==> src/rtl/alu_muldiv_seq.sv <==
// alu_muldiv_seq: multi-cycle multiply/divide unit with architectural HI/LO.
// A shift-add multiplier and a restoring divider run one bit per cycle
// through the state sequence IDLE -> PREP -> CALC -> FIX.
// mthi/mtlo are serviced directly from IDLE.
// Optional feature macro: MULDIV_DIV_EN. When it is defined, the divider is
// built. When it is undefined, div/divu complete at once with flag_dz set.
module alu_muldiv_seq #(
  parameter int WIDTH = 32
) (
  input  logic             clk,
  input  logic             rst,
  input  logic             start,
  input  logic [2:0]       op,
  input  logic [WIDTH-1:0] a,
  input  logic [WIDTH-1:0] b,
  output logic             busy,
  output logic             done,
  output logic [WIDTH-1:0] hi,
  output logic [WIDTH-1:0] lo,
  output logic             flag_zero,
  output logic             flag_neg,
  output logic             flag_dz
);

  localparam int CW = $clog2(WIDTH + 1);
  localparam logic [CW-1:0] LAST_ITER = CW'(WIDTH - 1);
  localparam logic [2:0] OP_MTHI = 3'b100;
  localparam logic [2:0] OP_MTLO = 3'b101;

  typedef enum logic [1:0] {IDLE, PREP, CALC, FIX} state_t;
  state_t state_reg, state_next;

  logic                 op_valid;
  logic                 accept;
  logic                 accept_calc;
  logic                 is_unsigned_reg;
  logic                 sign_q_reg;
  logic [WIDTH-1:0]     a_reg;
  logic [WIDTH-1:0]     b_reg;
  logic [WIDTH-1:0]     opnd_reg;   // |a| for multiply, |b| for divide
  logic [2*WIDTH-1:0]   acc_reg;    // product accumulator / quotient shifter
  logic [CW-1:0]        cnt_reg;
  logic                 a_neg;
  logic                 b_neg;
  logic [WIDTH-1:0]     mag_a;
  logic [WIDTH-1:0]     mag_b;
  logic [WIDTH:0]       mul_sum;
  logic [2*WIDTH-1:0]   mul_step;
  logic [2*WIDTH-1:0]   prod;
  logic [WIDTH-1:0]     res_hi;
  logic [WIDTH-1:0]     res_lo;
  logic                 res_neg;
`ifdef MULDIV_DIV_EN
  logic                 is_div_reg;
  logic                 sign_r_reg;
  logic [WIDTH-1:0]     rem_reg;    // partial remainder, always < divisor
  logic [WIDTH:0]       div_shift;  // WIDTH+1-bit trial value
  logic                 div_ge;
  logic [WIDTH-1:0]     quo;
  logic [WIDTH-1:0]     rmd;
  logic                 dz;
`endif

  // Request decode: only an idle unit with a defined op accepts a start.
  always_comb begin
    op_valid = (op <= OP_MTLO);
    accept   = start && (state_reg == IDLE) && op_valid;
`ifdef MULDIV_DIV_EN
    accept_calc = accept && !op[2];
`else
    accept_calc = accept && (op[2:1] == 2'b00);
`endif
  end

  // Sign handling and the per-cycle arithmetic steps.
  always_comb begin
    a_neg    = !is_unsigned_reg && a_reg[WIDTH-1];
    b_neg    = !is_unsigned_reg && b_reg[WIDTH-1];
    mag_a    = a_neg ? -a_reg : a_reg;
    mag_b    = b_neg ? -b_reg : b_reg;
    // Add the multiplicand when the current multiplier bit is set, then
    // shift the whole accumulator right by one.
    mul_sum  = {1'b0, acc_reg[2*WIDTH-1:WIDTH]} +
               (acc_reg[0] ? {1'b0, opnd_reg} : '0);
    mul_step = {mul_sum, acc_reg[WIDTH-1:1]};
`ifdef MULDIV_DIV_EN
    div_shift = {rem_reg, acc_reg[WIDTH-1]};
    div_ge    = (div_shift >= {1'b0, opnd_reg});
`endif
  end

  // Final sign fix-up and result selection used on the FIX edge.
  always_comb begin
    prod    = sign_q_reg ? -acc_reg : acc_reg;
    res_hi  = prod[2*WIDTH-1:WIDTH];
    res_lo  = prod[WIDTH-1:0];
    res_neg = prod[2*WIDTH-1];
`ifdef MULDIV_DIV_EN
    quo = sign_q_reg ? -acc_reg[WIDTH-1:0] : acc_reg[WIDTH-1:0];
    rmd = sign_r_reg ? -rem_reg : rem_reg;
    dz  = (b_reg == '0);
    if (is_div_reg) begin
      // Divide by zero reports all-ones quotient and the raw dividend.
      if (dz) begin
        res_hi = a_reg;
        res_lo = '1;
      end else begin
        res_hi = rmd;
        res_lo = quo;
      end
      res_neg = res_lo[WIDTH-1];
    end
`endif
  end

  // State register.
  always_ff @(posedge clk or posedge rst) begin
    if (rst) begin
      state_reg <= IDLE;
    end else begin
      state_reg <= state_next;
    end
  end

  // Next-state logic: WIDTH iterations in CALC, one cycle each in PREP and FIX.
  always_comb begin
    state_next = state_reg;
    case (state_reg)
      IDLE:    if (accept_calc) state_next = PREP;
      PREP:    state_next = CALC;
      CALC:    if (cnt_reg == LAST_ITER) state_next = FIX;
      FIX:     state_next = IDLE;
      default: state_next = IDLE;
    endcase
  end

  // Datapath, architectural registers and handshake outputs.
  always_ff @(posedge clk or posedge rst) begin
    if (rst) begin
      busy            <= 1'b0;
      done            <= 1'b0;
      hi              <= '0;
      lo              <= '0;
      flag_zero       <= 1'b0;
      flag_neg        <= 1'b0;
      flag_dz         <= 1'b0;
      is_unsigned_reg <= 1'b0;
      sign_q_reg      <= 1'b0;
      a_reg           <= '0;
      b_reg           <= '0;
      opnd_reg        <= '0;
      acc_reg         <= '0;
      cnt_reg         <= '0;
`ifdef MULDIV_DIV_EN
      is_div_reg      <= 1'b0;
      sign_r_reg      <= 1'b0;
      rem_reg         <= '0;
`endif
    end else begin
      done <= 1'b0;
      case (state_reg)
        IDLE: begin
          if (accept) begin
            a_reg           <= a;
            b_reg           <= b;
            is_unsigned_reg <= op[0];
`ifdef MULDIV_DIV_EN
            is_div_reg      <= op[1];
`endif
            case (op)
              OP_MTHI: begin
                hi   <= a;
                done <= 1'b1;
              end
              OP_MTLO: begin
                lo   <= a;
                done <= 1'b1;
              end
              default: begin
`ifdef MULDIV_DIV_EN
                busy <= 1'b1;
`else
                // Without a divider, div/divu finish at once and report dz.
                if (accept_calc) begin
                  busy <= 1'b1;
                end else begin
                  done    <= 1'b1;
                  flag_dz <= 1'b1;
                end
`endif
              end
            endcase
          end
        end
        PREP: begin
          sign_q_reg <= a_neg ^ b_neg;
          cnt_reg    <= '0;
`ifdef MULDIV_DIV_EN
          sign_r_reg <= a_neg;
          rem_reg    <= '0;
          if (is_div_reg) begin
            acc_reg  <= {{WIDTH{1'b0}}, mag_a};
            opnd_reg <= mag_b;
          end else begin
            acc_reg  <= {{WIDTH{1'b0}}, mag_b};
            opnd_reg <= mag_a;
          end
`else
          acc_reg  <= {{WIDTH{1'b0}}, mag_b};
          opnd_reg <= mag_a;
`endif
        end
        CALC: begin
          cnt_reg <= cnt_reg + CW'(1);
`ifdef MULDIV_DIV_EN
          if (is_div_reg) begin
            // Restoring step: keep the difference only when it is non-negative.
            rem_reg <= WIDTH'(div_shift - (div_ge ? {1'b0, opnd_reg} : '0));
            acc_reg[WIDTH-1:0] <= {acc_reg[WIDTH-2:0], div_ge};
          end else begin
            acc_reg <= mul_step;
          end
`else
          acc_reg <= mul_step;
`endif
        end
        FIX: begin
          hi        <= res_hi;
          lo        <= res_lo;
          flag_zero <= ({res_hi, res_lo} == '0);
          flag_neg  <= res_neg;
`ifdef MULDIV_DIV_EN
          flag_dz   <= is_div_reg && dz;
`else
          flag_dz   <= 1'b0;
`endif
          busy      <= 1'b0;
          done      <= 1'b1;
        end
        default: begin
          busy <= 1'b0;
        end
      endcase
    end
  end

endmodule

==> config.mk <==
export PLATFORM = sky130hd
export DESIGN_NAME = alu_muldiv_seq
export DESIGN_NICKNAME = d
export VERILOG_FILES = /design/src/rtl/alu_muldiv_seq.sv
export SDC_FILE = /design/constraint.sdc
export NUM_CORES = 1
export LEC_CHECK = 0
export ABC_AREA = 1
export BUFFER_PORTS_ARGS = -buffer_cell sky130_fd_sc_hd__buf_2
export CORE_ASPECT_RATIO = 1.5
export CORE_MARGIN = 4
export CORE_UTILIZATION = 30
export CTS_CLUSTER_DIAMETER = 40
export DETAILED_ROUTE_END_ITERATION = 6
export PLACE_DENSITY_LB_ADDON = 0.08
export SYNTH_ARGS = -nofsm -noshare
export SYNTH_HDL_FRONTEND = slang
export SYNTH_SLANG_ARGS = --single-unit
==> constraint.sdc <==
create_clock -name clk -period 8.8 [get_ports clk]
set_clock_uncertainty 0.1 [all_clocks]
set_input_delay 0.88 -clock clk [delete_from_list [all_inputs] [get_ports clk]]
set_output_delay 0.88 -clock clk [all_outputs]
set_load 0.1 [all_outputs]
# After elaboration in Yosys (flattened, before gate mapping)
# Index checks and enable logic that the tools add are counted.
[totals]
reg_bits = 239
out_inout_bits = 69
word_cells = 80
[op_classes]
addsub = 5
n_lt_le_gt_ge = 1
n_eq_ne = 13
n_mux = 27
bitwise = 1
reduce_logical = 18
[op_table]
columns = ["operator", "n"]
rows = [
  ["2-to-1 mux 32 bit", 7],
  ["case mux 32 bit (2 select lines)", 2],
  ["case mux 64 bit (2 select lines)", 1],
  ["zero test 64 bit", 1],
  ["2-to-1 mux 64 bit", 1],
  ["negation 32 bit", 2],
  ["negation 64 bit", 1],
  ["adder 32 x 32 -> 33 bit", 1],
  ["case mux 6 bit (2 select lines)", 1],
  ["inequality test 2 bit (second input constant)", 5],
  ["2-to-1 mux 1 bit", 9],
  ["case mux 2 bit (4 select lines)", 1],
  ["AND reduction 4 bit", 2],
  ["adder 6 x 1 -> 6 bit (second input constant)", 1],
  ["equality test 3 bit (second input constant)", 2],
  ["equality test 6 x 5 -> 1 bit (second input constant)", 1],
  ["case mux 1 bit (2 select lines)", 3],
  ["AND reduction 3 bit", 2],
  ["logical AND 1 bit", 5],
  ["equality test 2 bit (second input constant)", 2],
  ["zero test 2 bit", 2],
  ["2-to-1 mux 2 bit", 2],
  ["inequality test 2 x 1 -> 1 bit (second input constant)", 2],
  ["AND reduction 2 bit", 2],
  ["6 further kinds", 7],
]

# Logic depth before layout (Yosys ltp)
[logic_depth]
ltp_word = 8
mapped_depth = 19
ltp_nobuf = 18

# Worst setup path after synthesis
# OpenSTA, ideal clock, no wires.
[synth_timing]
path_type = "register to register"
startpoint = "register acc_reg[0]"
endpoint = "register acc_reg[61]"
arrival_time_ps = 2478
t_required_ps = 8566
slack_ps = 6088
path_stages_with_launch = 18
path_buffers = 2
path_cell_list = "dfrtp_1 > buf_2 > clkbuf_1 > nand2_1 > inv_1 > ha_1 > inv_1 > fa_1 > inv_1 > nand2_1 > o21ai_1 > a21oi_1 > o21ai_1 > nand2_1 > nand2_1 > nand3_1 > a21oi_1 > o22ai_1"
[synth_via]
elab_chain_cells = 3
[synth_lines]
columns = ["item", "line", "rtl"]
rows = [
  ["from (decl)", "41", "logic [2*WIDTH-1:0] acc_reg;"],
  ["from (signal assigned)", "209", "acc_reg <= {{WIDTH{1'b0}}, mag_b};"],
  ["from (signal assigned)", "224", "acc_reg <= mul_step;"],
  ["2-to-1 mux 32 bit", "84", "(acc_reg[0] ? {1'b0, opnd_reg} : '0);"],
  ["adder 32 x 32 -> 33 bit", "83", "mul_sum = {1'b0, acc_reg[2*WIDTH-1:WIDTH]} +"],
  ["case mux 64 bit (2 select lines)", "161", "case (state_reg)"],
]
# Every way passes these cells.
# A chain may end at the register's enable or synchronous reset.

# Worst setup path in the final report
# Ends and elaborated chain as after synthesis.

==> impl_metrics.toml <==
[setup_path]
rrSetupSlack_ns = 5.27
cpMostUsedCell = "nand2_1"
r2r.worst_path.cells = 16
worstPathCellList = "buf_4 > nand2_1 > inv_1 > ha_1 > inv_1 > fa_1 > inv_1 > nand2_1 > o21ai_1 > a21oi_1 > o21ai_1 > nand2_1 > nand2_1 > nand3_1 > a21oi_1 > o22ai_1"
crit_buf_inv = 4
critical_path_peak_fanout = 34
end_kind = "flip-flop"
arrival_ns = 3.84
cp_top_family = "compound AO/OA/AOI/OAI gates"
slowest_stage = "o21ai_1"
reg2reg_from = "acc_reg[0]"
start_kind = "flip-flop"
max_stage_delay_ns = 0.43
cp.required_ns = 9.11
reg2reg_to = "acc_reg[61]"
crit_type = "reg2reg"

[yosys]
yosys.area.top_type = "dfrtp_1"
syn_avg_cell_area_um2 = 6.79
yosysSeqAreaShare = 0.383
synth_area_leaders = "dfrtp_1 38%, nand2_1 17%, nor2_1 7.4%"
syn_area_um2 = 15600
syn-num-nets = 2408
yosys_register_bits = 239
syn_inst = 2296
yosys.area.top_type_share = 0.383
ys_types = 44
ys.warnings.count = 0

[cells_and_area]
num_antenna_cells = 0
layout_common_cells = "709 x nand2_1, 307 x nor2_1, 238 x dfrtp_1, 224 x inv_1, 160 x o21ai_0"
largest_register_ffs = 64
syn2layout_area_growth_pct = 18.1
final_area_um2 = 18400
drive_above_1_share = 0.117
final_common_cell = "nand2_1"
fin_cells = 3121
final_nets = 2525
final_util = 0.357

[floorplanning]
core_um2 = 51600
die-area_um2 = 55800
die_w_um = 194
io_pins = 139
die_y_um = 287
row_count = 102
start_util = 0.303

[power_and_ir_drop]
p_leak_nw = 8.96
pwr-share-comb = 0.582
p_seq_frac = 0.235
switching_share = 0.573
power_density_nw_per_um2 = 503
clkPwrFrac = 0.183
power.switching_mw = 5.32
total_power_mw = 9.28
intPower_mw = 3.96
ir_drop_v = 0.000349

[timing]
worst_slew_pin_slew_ns = 1.02
finalSetupViolCount = 0
final-max-slew-violation-count = 0
tns_ns = 0
fin_ws_ns = 5.27
hold_ws_ns = 0.254
hold_viol = 0
slew_headroom = 0.323
fmax_mhz = 284
period_minus_slack_ns = 3.53
finalCritPeriodShare = 0.401
rsz0062_at_grt = "false"

[hold_path]
hold_class = "in2async"

[placed_design]
post_dp_cell_area_um2 = 17000
hpwl_mm = 56.5
place_ws_ns = 5.00
dp.cells = 3043
gp_congestion = 0.954
port_buffers = 138

[grt]
grt_max_degree = 126
grt.total_usage = 0.249
grt_pass1_wl_mm = 103
grt_pass1_vias = 15944
grt-ovfl-total = 0
antenna_found_initial = 0

[cts]
clkTransAtPathRegs_ns = 0.05
cts_buffers = 44
cts.sinks = 239
hold_buffers = 0
cts_tree = "built"
post_cts_buffers = 0
cts_root_buf = "clkbuf_16"
insertion_delay_ns = 0.60
clk_path_buf_depth = 3
cts.repair.resized = 0
htree_levels = 2

[detailed_routing]
ant_nets = 0
dr.first_iter.drc_count = 990
drcViolationCount = 0
routed_wl_mm = 70.8
routedWlPerCell_um = 22.7
firstDrtPassIters = 5
vias_per_cell = 5.12
dr_total_vias = 15977

[run_status]
status = "finished clean"

[flow_run]
cap_violations = 0
[kinds of logic after synthesis]
kind of cell | count (synthesis) | synth area share
compound gates | 395 | 0.145
xor+xnor | 52 | 0.0292
fa+ha+maj | 42 | 0.0342
buf+inv | 314 | 0.0768
flops | 239 | 0.383
simple gates | 1254 | 0.332
[how the worst max path moves through the flow]
stage	end	slack (ns)	cells past startpoint	from
finish	acc_reg[61]	5.27	16	acc_reg[0]
global route	lo[5]	4.91	10	state_reg[0]
CTS	hi[7]	5.20	11	state_reg[0]
detailed placement	hi[7]	5.00	11	op[1]
global placement	hi[27]	5.04	11	op[1]
floorplan	a_reg[0]	1.26	1	rst
[metal layers]
layer / share of wire / up-vias / global-route usage
met5: 0 / - / 0
met4: 0.076 / 0 / 0.158
met3: 0.035 / 152 / 0.0244
met2: 0.54 / 436 / 0.477
met1: 0.35 / 7656 / 0.256
li1: - / 7733 / -
[cells in the mapped netlist (all sizes together)]
cell     count
nand2      723
nor2       323
dfrtp      239
inv        230
o21ai      174
nand3      151
a21oi       92
clkbuf      65
a31oi       53
xor2        47
ha          41
o221ai      25
nand4       24
o22ai       24
buf         17
nor3        16
o21bai       9
nor4         6
or2          6
xnor2        5
o211ai       4
o31ai        4
a211oi       3
nand3b       3
o21a         3
a21boi       2
and2         2
clkinv       2
a22o         1
fa           1
o2111ai      1
[layout make-up]
type,instances,area [µm²]
Clock inverter,27,307
Sequential cell,239,5980
Clock buffer,51,1170
Inverter,232,878
Multi-Input combinational cell,1743,8430
Tap cell,676,846
Timing Repair Buffer,153,816
Fill cell,5793,33100
[power groups by stage]
stage	combinational, mW	clock [mW]	sequential, mW
2_1_floorplan	2.84	0	3.00
3_3_place_gp	5.39	0	2.20
3_5_place_dp	5.40	0	2.20
4_1_cts	5.42	1.73	2.19
5_1_grt	5.87	1.79	2.24
6_report	5.40	1.70	2.18
(Power assumes the default switching activity.)
